<file path="config.mk">
export PLATFORM = sky130hd
export DESIGN_NAME = multi_queue_ram
export DESIGN_NICKNAME = d
export VERILOG_FILES = /design/src/rtl/multi_queue_ram.sv
export SDC_FILE = /design/constraint.sdc
export NUM_CORES = 1
export LEC_CHECK = 0
export BUFFER_PORTS_ARGS = -buffer_cell sky130_fd_sc_hd__buf_2
export CAP_MARGIN = 5
export CORE_ASPECT_RATIO = 1.25
export CORE_MARGIN = 4
export CORE_UTILIZATION = 38
export DETAILED_ROUTE_END_ITERATION = 7
export PLACE_DENSITY = 0.66
export SYNTH_ARGS = -nofsm -noshare
export SYNTH_HDL_FRONTEND = slang
export SYNTH_HIERARCHICAL = 1
export SYNTH_SLANG_ARGS = --single-unit
</file>
<file path="constraint.sdc">
create_clock -name clock -period 2.3 [get_ports clock]
set_clock_uncertainty 0.1 [all_clocks]
set_input_delay 0.46 -clock clock [delete_from_list [all_inputs] [get_ports clock]]
set_output_delay 0.46 -clock clock [all_outputs]
set_load 0.01 [all_outputs]
</file>
<file path="src/rtl/multi_queue_ram.sv">
// Bank of NUM_QUEUES independent first-word-fall-through circular queues,
// one per tracked master/ID, each with occupancy, threshold and sticky error flags.

module mqr_queue #(
  parameter int DATA_SIZE        = 8,
  parameter int QUEUE_LENGTH     = 4,
  parameter int ALMOST_FULL_LVL  = QUEUE_LENGTH - 1,
  parameter int ALMOST_EMPTY_LVL = 1,
  parameter int CW               = $clog2(QUEUE_LENGTH + 1)
) (
  input  logic                 clock,
  input  logic                 reset,
  input  logic [DATA_SIZE-1:0] wr_data,
  input  logic                 push,
  input  logic                 pop,
  input  logic                 flush,
  input  logic                 clear_err,
  output logic [DATA_SIZE-1:0] rd_data,
  output logic [CW-1:0]        count,
  output logic                 empty,
  output logic                 full,
  output logic                 almost_empty,
  output logic                 almost_full,
  output logic                 overflow,
  output logic                 underflow
);
  localparam int             PW       = (QUEUE_LENGTH > 2) ? $clog2(QUEUE_LENGTH) : 1;
  localparam logic [PW-1:0]  LAST     = PW'(QUEUE_LENGTH - 1);
  localparam logic [CW-1:0]  DEPTH    = CW'(QUEUE_LENGTH);
  localparam logic [CW-1:0]  AF_LVL   = CW'(ALMOST_FULL_LVL);
  localparam logic [CW-1:0]  AE_LVL   = CW'(ALMOST_EMPTY_LVL);

  logic [DATA_SIZE-1:0] mem [QUEUE_LENGTH];
  logic [PW-1:0]        head, tail;
  logic [CW-1:0]        count_next;
  logic                 push_ok, pop_ok;

  // Explicit wrap keeps non-power-of-two depths correct without a modulo.
  function automatic logic [PW-1:0] next_ptr(input logic [PW-1:0] p);
    return (p == LAST) ? '0 : p + PW'(1);
  endfunction

  assign empty        = (count == '0);
  assign full         = (count == DEPTH);
  assign almost_empty = (count <= AE_LVL);
  assign almost_full  = (count >= AF_LVL);

  // A pop on a full queue frees the slot that a same-cycle push fills.
  assign pop_ok  = pop && !empty && !flush;
  assign push_ok = push && (!full || pop_ok) && !flush;

  // NOTE: always_comb assigns a default first so no path leaves count_next unassigned (no latch).
  always_comb begin
    count_next = count;
    if (flush)                 count_next = '0;
    else if (push_ok && !pop_ok) count_next = count + CW'(1);
    else if (pop_ok && !push_ok) count_next = count - CW'(1);
  end

  // NOTE: sequential state uses non-blocking assignments so every register samples pre-edge values.
  always_ff @(posedge clock or negedge reset) begin
    if (!reset) begin
      head      <= '0;
      tail      <= '0;
      count     <= '0;
      overflow  <= 1'b0;
      underflow <= 1'b0;
    end else begin
      count     <= count_next;
      // Flush discards requests silently; a new error beats clear_err.
      overflow  <= (overflow  && !clear_err) || (push && !push_ok && !flush);
      underflow <= (underflow && !clear_err) || (pop  && !pop_ok  && !flush);
      if (flush) begin
        head <= '0;
        tail <= '0;
      end else begin
        if (push_ok) tail <= next_ptr(tail);
        if (pop_ok)  head <= next_ptr(head);
      end
    end
  end

  // NOTE: storage is reset here only because the block must come up all-zero; it costs a reset net per bit.
  always_ff @(posedge clock or negedge reset) begin
    if (!reset) begin
      for (int i = 0; i < QUEUE_LENGTH; i++) mem[i] <= '0;
    end else if (push_ok) begin
      mem[tail] <= wr_data;
    end
  end

  assign rd_data = empty ? '0 : mem[head];
endmodule

module multi_queue_ram #(
  parameter int DATA_SIZE        = 8,
  parameter int QUEUE_LENGTH     = 4,
  parameter int NUM_QUEUES       = 2,
  parameter int ALMOST_FULL_LVL  = QUEUE_LENGTH - 1,
  parameter int ALMOST_EMPTY_LVL = 1
) (
  input  logic                                          clock,
  input  logic                                          reset,
  input  logic [NUM_QUEUES*DATA_SIZE-1:0]               valueIn,
  input  logic [NUM_QUEUES-1:0]                         valueInValid,
  input  logic [NUM_QUEUES-1:0]                         consumed,
  input  logic [NUM_QUEUES-1:0]                         flush,
  input  logic [NUM_QUEUES-1:0]                         clear_err,
  output logic [NUM_QUEUES*DATA_SIZE-1:0]               valueOut,
  output logic [NUM_QUEUES*$clog2(QUEUE_LENGTH+1)-1:0]  count,
  output logic [NUM_QUEUES-1:0]                         empty,
  output logic [NUM_QUEUES-1:0]                         full,
  output logic [NUM_QUEUES-1:0]                         almost_empty,
  output logic [NUM_QUEUES-1:0]                         almost_full,
  output logic [NUM_QUEUES-1:0]                         overflow,
  output logic [NUM_QUEUES-1:0]                         underflow
);
  localparam int CW = $clog2(QUEUE_LENGTH + 1);

  for (genvar q = 0; q < NUM_QUEUES; q++) begin : g_queue
    mqr_queue #(
      .DATA_SIZE        (DATA_SIZE),
      .QUEUE_LENGTH     (QUEUE_LENGTH),
      .ALMOST_FULL_LVL  (ALMOST_FULL_LVL),
      .ALMOST_EMPTY_LVL (ALMOST_EMPTY_LVL),
      .CW               (CW)
    ) u_queue (
      .clock        (clock),
      .reset        (reset),
      .wr_data      (valueIn[q*DATA_SIZE +: DATA_SIZE]),
      .push         (valueInValid[q]),
      .pop          (consumed[q]),
      .flush        (flush[q]),
      .clear_err    (clear_err[q]),
      .rd_data      (valueOut[q*DATA_SIZE +: DATA_SIZE]),
      .count        (count[q*CW +: CW]),
      .empty        (empty[q]),
      .full         (full[q]),
      .almost_empty (almost_empty[q]),
      .almost_full  (almost_full[q]),
      .overflow     (overflow[q]),
      .underflow    (underflow[q])
    );
  end
endmodule

</file>
==> flow_summary.toml, run 1 <==
[sta]
worst_slew_pin_slew_ns = 0.637
slew_headroom_pct = 57.5
finalMaxSlewViolations = 0
rsz0062_at_grt = "true"
setup-tns-final_ns = 0
fin_crit_sh_pct = 96.2
finalHoldViolCount = 0
finalCriticalPeriod_ns = 2.21
timing.fmax_mhz = 452
layout_setup_ws_ns = 0.0874
setup_viol = 0

[synth]
syn_area_per_cell_um2 = 13.4
synth_nets = 368
yosysWarningCount = 6
ys_async_sr_fraction_pct = 100
synth_xor_area_share_pct = 0.812
synth-seq-cells = 82
synth_compound_area_share_pct = 4.55
synth_top_family_by_area = "multiplexers"
synthMuxAreaShare_pct = 28.0
synth.distinct_cells = 48
synth-edff-count = 0
synth_top_flop_cell = "dfrtp_1"
yosys.area_share.adder_pct = 5.80
synth_area_um2 = 4310
yosys.area_share.simple_pct = 9.86
synth_cells = 322
yosysSeqAreaShare_pct = 47.6

[critical_path]
max_stage_delay_ns = 0.50
cp-start-kind = "flop"
path_delay_family = "multiplexers"
critPathKind = "reg -> out"
required_ns = 1.74
cp_num_buf_inv = 2
cp_cell_sequence = "buf_12, mux4_2, nor2b_4, buf_6"
slowest_stage = "mux4_2"
end_kind = "primary output"
crit_fanout = 6
critPathArrivalTime_ns = 1.65

[finish]
final_util_pct = 47.1
final_nets = 441
fill_cells = 998
design_area_um2 = 5220
area_growth_pct = 21.1
drive_gt1_share_pct = 44.8
antenna_cells = 0

[power_and_ir_drop]
clkPwrFrac_pct = 22.7
p_comb_share_pct = 41.5
intPower_mw = 4.39
powerDensity_nw_per_um2 = 1240
ir_drop_uv = 480
leakagePower_nw = 2.50
sequentialPowerShare_pct = 35.8
switching_power_mw = 2.08
p_sw_share_pct = 32.1

[clock_tree]
clockBufferDepth = 2
numCtsBuffers = 9
postCtsHoldBufs = 0
clockRootBuffer = "clkbuf_16"
cts_tree = "done"
cts.htree.levels = 3
clkLatencyLatePin_ns = 0.33
clkTransAtPathRegs_ns = 0.06
cts.sinks = 82

[place]
gp_congestion = 0.751
dp_slack_ns = 0.147
hpwl_mm = 5.98
dpl-instance-area_um2 = 4820
io_buffers = 59

[grt]
grt_max_degree = 43
grt-ovfl-total = 0
gr-usage-all-layers_pct = 14.5
grt_pass1_vias = 2947
grt_pass1_wl_mm = 14.8
antenna_found_initial = 0

[run_status]
status = "complete, no violations"

[floorplanning]
die_area_um2 = 13100
core_um2 = 11100
ios = 60
start_util_pct = 38.9
rows = 43
die_w_um = 103
fp.dieH_um = 127

[route]
via_per_inst = 5.09
final_antenna_net_count = 0
first_pass_iters = 4
num_vias = 2722
drt_iter0_drc = 53
drcViolationCount = 0
finalWirelength_mm = 8.69
routedWlPerCell_um = 16.2

[run]
max_cap_violations = 0

[hold_path]
hold_class = "in -> async"
[synthesized netlist by cell type (2+ instances only)]
cell      number  area (um2)
mux2i_1        4        40.0
xnor2_1        3        26.3
nand2_4        5        56.3
a21oi_1        7        35.0
nor2_1        16        60.1
mux2_2        37         417
and3_1         2        12.5
mux4_2        16         360
mux2_1        12         135
buf_2          3        15.0
clkbuf_1       6        22.5
ha_1          20         250
dfrtp_1       82        2050
mux2_4        17         255
nor2b_1       22         138
nand2b_1       4        25.0
inv_1         17        63.8
o21ai_0        6        30.0
buf_6          3        33.8
or3_1          5        31.3
nand2_1        8        30.0
[layout by cell type (no fill, tap or decap), types with 2 or more instances in the layout]
cell | synthesis | routed
nand2_1 | 8 | 8
nor2b_1 | 22 | 18
a21oi_1 | 7 | 7
or3_1 | 5 | 5
nand2_4 | 5 | 5
inv_1 | 17 | 15
clkbuf_16 | 0 | 9
ha_1 | 20 | 18
nand2b_1 | 4 | 4
buf_2 | 3 | 56
buf_12 | 0 | 2
mux2_2 | 37 | 37
buf_4 | 1 | 11
mux2i_1 | 4 | 4
and3_1 | 2 | 2
buf_6 | 3 | 5
xnor2_1 | 3 | 3
nor2b_4 | 0 | 4
inv_2 | 1 | 3
mux2_4 | 17 | 17
mux2_1 | 12 | 12
mux4_2 | 16 | 16
o21ai_0 | 6 | 6
dfrtp_1 | 82 | 81
nor2_1 | 16 | 16
clkinvlp_4 | 0 | 2
[area by class of cell]
cell class                 instances  area, um2  share of cell area, %
sequential                        82       2050                   39.3
multi-input combinational        209       2160                   41.4
timing repair buffer              75        467                   8.94
tap                              135        169                   3.24
inverter                          18       67.6                   1.29
clock buffer                      11        243                   4.65
clock inverter                     5       62.6                   1.20
[routing by layer]
| metal | vias up | part of all wire [%] | track usage, % |
|---|---|---|---|
| met1 | 1367 | 43 | 18.5 |
| met4 | 0 | 1.7 | 5.18 |
| met5 | - | 0 | 0 |
| met2 | 56 | 51 | 23.9 |
| met3 | 12 | 4.0 | 3.33 |
| li1 | 1287 | - | - |
[power groups by stage]
stage / Sequential [mW] / Combinational, mW / Clock (mW)
final: 2.31 / 2.69 / 1.47
after global routing: 2.39 / 2.96 / 1.58
after CTS: 2.32 / 2.62 / 1.52
after detailed placement: 2.37 / 2.46 / 0
after global placement: 2.34 / 2.42 / 0
after floorplan: 2.23 / 1.78 / 0
[what timing repair did]
action                     CTS  global route
setup endpoints to repair   17            10
buffers inserted             3             0
gates cloned                 1             0
gates resized for setup      8            13
[final timing paths]
path                                              from                          end  slack, ns  cells past startpoint
min                                              reset  g_queue[1].u_queue/overflow       0.01                      1
min in group clock                        clear_err[1]  g_queue[1].u_queue/overflow       0.22                      2
max in group asynchronous                        reset    g_queue[0].u_queue/mem[6]       1.47                      2
max                         g_queue[0].u_queue/head[0]                  valueOut[4]       0.09                      4
min reg2reg                 g_queue[0].u_queue/mem[12]   g_queue[0].u_queue/mem[12]       0.39                      1
max reg2reg                g_queue[1].u_queue/count[1]   g_queue[1].u_queue/mem[18]       0.26                      6
[flip-flops by register name, indices dropped and copies added (netlist names)]
signal	cells
g_queue.u_queue/count	6
g_queue.u_queue/head	4
g_queue.u_queue/tail	4
g_queue.u_queue/overflow	2
g_queue.u_queue/underflow	2
g_queue.u_queue/mem	64
[logic make-up (layout without fill, tap and decap cells)]
family	after synthesis	count (layout)
multiplexers	86	86
XOR/XNOR	4	4
AO/OA/AOI/OAI	27	27
adder cells (fa/ha/maj)	20	20
AND/OR/NAND/NOR	72	72
buffers and inverters	31	109
flip-flops	82	82
[metrics by stage]
step                hold WS (ns)  total power [mW]  cells
floorplan                 0.0644              4.01    322
CTS                       0.0261              6.46    535
finish                    0.0134              6.47    535
detailed placement         0.379              4.84    515
global route              0.0507              6.94    535
global placement           0.368              4.76    515
[worst register-to-register path, cell delays in order, from the launching register on]
cell and delay, ns:
dfrtp_1 0.42, inv_2 0.11, ha_2 0.21, nand2_2 0.08, or2_1 0.23, and3_1 0.39
mux2_4 0.38
Note: power is estimated with default switching activity, not from simulation.
==> inputs of run 2 (changes only) <==
--- a/config.mk
+++ b/config.mk
@@ -9,10 +9,9 @@
 export CAP_MARGIN = 5
 export CORE_ASPECT_RATIO = 1.25
 export CORE_MARGIN = 4
-export CORE_UTILIZATION = 38
+export CORE_UTILIZATION = 55
 export DETAILED_ROUTE_END_ITERATION = 7
-export PLACE_DENSITY = 0.66
+export PLACE_DENSITY = 0.86
 export SYNTH_ARGS = -nofsm -noshare
 export SYNTH_HDL_FRONTEND = slang
-export SYNTH_HIERARCHICAL = 1
 export SYNTH_SLANG_ARGS = --single-unit
==> flow_summary.toml, run 2 <==
[clock_tree]
cts_tree = "done"
cts.sinks = 82
clkTransAtPathRegs_ns = 0.09
clockBufferDepth = 2
clkLatencyLatePin_ns = 0.35
cts.htree.levels = 3
clockRootBuffer = "clkbuf_8"
numCtsBuffers = 9

[synth]
synth_area_leaders = "dfrtp_1, mux2_2, mux4_2"
synth.most_common_cell = "dfrtp_1"
synth_nets = 378
ys_async_sr_fraction_pct = 100
synth_cells = 332
synth_top_flop_cell = "dfrtp_1"
yosys.area.top_type = "dfrtp_1"
synth.distinct_cells = 46
synth.top_cell.area_share_pct = 47.6
synthTopCellsByCount = "dfrtp_1, mux2_2, ha_1"
yosysSeqAreaShare_pct = 47.6
synth_area_um2 = 4310
syn_area_per_cell_um2 = 13.0
yosysWarningCount = 0
synth-edff-count = 0
synth-seq-cells = 82

[place]
dp_slack_ns = 0.111
io_buffers = 59
hpwl_mm = 5.62
dpl-instance-area_um2 = 4620
gp_congestion = 0.811

[grt]
grt-ovfl-total = 0
met2_usage_pct = 33.0
antenna_found_initial = 0
grt_pass1_wl_mm = 13.6
met3_usage_pct = 3.00
grt_max_degree = 46
use_met1_pct = 22.3
busiest_layer = "met2"
grt_pass1_vias = 2854
gr-usage-all-layers_pct = 18.7

[sta]
finalMaxSlewViolations = 0
finalCriticalPeriod_ns = 2.30
fin_crit_sh_pct = 100
setup_viol = 1
setup-tns-final_ns = -0.00287
timing.fmax_mhz = 434
slew_headroom_pct = 69.3
rsz0062_at_grt = "true"
layout_setup_ws_ns = -0.00287
finalHoldWorstSlack_ns = 0.191
finalHoldViolCount = 0
worst_slew_pin_slew_ns = 0.461

[route]
drcViolationCount = 0
final_antenna_net_count = 0
num_vias = 2801
via_per_inst = 5.75
routedWlPerCell_um = 17.2
first_pass_iters = 4
drt_iter0_drc = 114
finalWirelength_mm = 8.39

[floorplanning]
ios = 60
die_area_um2 = 9330
rows = 35
fp.dieH_um = 107
core_um2 = 7490
die_w_um = 87.2
start_util_pct = 57.6

[critical_path]
cp_cell_sequence = "buf_12, mux4_2, and2_4, buf_6"
slowest_stage = "dfrtp_4"
max_stage_delay_ns = 0.50
cp-start-kind = "flop"
critPathArrivalTime_ns = 1.74
required_ns = 1.74
crit_fanout = 6
end_kind = "primary output"
critPathKind = "reg -> out"

[finish]
area_growth_pct = 15.6
reg.largest.list = "g_queue.u_queue.mem x64, g_queue.u_queue.count x6"
design_area_um2 = 4980
top_register = "g_queue.u_queue.mem"
final_nets = 436
largest_register_ffs = 64
drive_gt1_share_pct = 48.4
final_common_cell = "dfrtp_1"
layout_common_cells = "dfrtp_1, mux2_2, buf_2"
antenna_cells = 0

[power_and_ir_drop]
switching_power_mw = 2.06
ir_drop_uv = 723
p_sw_share_pct = 33.5
intPower_mw = 4.10
powerDensity_nw_per_um2 = 1240
leakagePower_nw = 2.33
sequentialPowerShare_pct = 38.5
clkPwrFrac_pct = 17.7
p_comb_share_pct = 43.8

[run_status]
status = "finished with violations"
violations = "setup timing"

[hold_path]
hold_class = "in -> reg"

[run]
max_cap_violations = 0
## run 2: changes by cell type in the layout (fill, tap and decap cells not counted), sizes merged, moves of 3 or more
cell	delta
nand3	+4
and2	+10
mux2i	-3
or3	-3
buf	-4
nor2b	-12
nand2	+3
## run 2: power groups by stage
stage / combinational (mW) / clock (mW) / sequential (mW)
finish: 2.70 / 1.09 / 2.37
global route: 2.96 / 1.17 / 2.44
CTS: 2.51 / 1.11 / 2.36
detailed placement: 2.33 / 0 / 2.44
global placement: 2.24 / 0 / 2.41
floorplan: 1.92 / 0 / 2.26
## run 2: metrics by stage
stage / utilization [%] / instances / power, mW
2_1_floorplan: - / 332 / 4.18
3_3_place_gp: 61.6 / 463 / 4.64
3_5_place_dp: 61.6 / 463 / 4.76
4_1_cts: 65.5 / 487 / 5.98
5_1_grt: 66.5 / 487 / 6.58
6_report: 66.5 / 487 / 6.16
## run 2: kinds of logic (layout without fill, tap and decap cells)
family | count (synthesis) | count (layout) | share of synthesized area, %
AND/OR/NAND/NOR | 72 | 72 | 9.92
XOR/XNOR | 5 | 5 | 1.02
multiplexers | 81 | 81 | 25.3
AO/OA/AOI/OAI | 30 | 30 | 5.05
buffers and inverters | 41 | 104 | 5.05
adder cells (fa/ha/maj) | 21 | 21 | 6.06
flip-flops | 82 | 82 | 47.6
## run 2: path summary, 6_finish.rpt
check | start | to | slack, ns | cells after the start
worst max-delay path | g_queue[0].u_queue.head[0] | valueOut[2] | -0.003 | 4
worst min-delay path | clear_err[0] | g_queue[0].u_queue.underflow | 0.19 | 2
worst max register to register | g_queue[0].u_queue.count[0] | g_queue[0].u_queue.mem[25] | 0.28 | 6
worst min register to register | g_queue[1].u_queue.overflow | g_queue[1].u_queue.overflow | 0.40 | 1
max in group asynchronous | reset | g_queue[0].u_queue.head[0] | 1.10 | 3
min in group asynchronous | reset | g_queue[1].u_queue.count[2] | 0.39 | 2
## run 2: worst max-delay path: cells and delay by family (launching register included)
kind                   cells  cell delay (ns)
DFF                        1             0.50
muxes                      1             0.44
and+or+nand+nor            1             0.18
buffers and inverters      2             0.26
## run 2: per-layer routing
| metal | wire length (um) | share of wire, % |
|---|---|---|
| met4 | 173 | 2.1 |
| met3 | 383 | 4.6 |
| met2 | 4470 | 53 |
| met1 | 3360 | 40 |
| met5 | 0 | 0 |
## run 2: timing repair
item                                   CTS  global route
gates resized for setup                  6            18
hold buffers                             1             0
pin swaps                                1             1
endpoints found under the hold margin   11             0
cloned                                   0             0
buffers inserted                         7             0
setup endpoints to repair               16            17
## run 2: layout make-up
class | count | area [um2]
multi-input combinational | 209 | 2080
clock buffer | 10 | 138
sequential | 82 | 2060
tap | 92 | 115
clock inverter | 6 | 71.3
inverter | 17 | 66.3
timing repair buffer | 71 | 454
fill | 529 | 2500
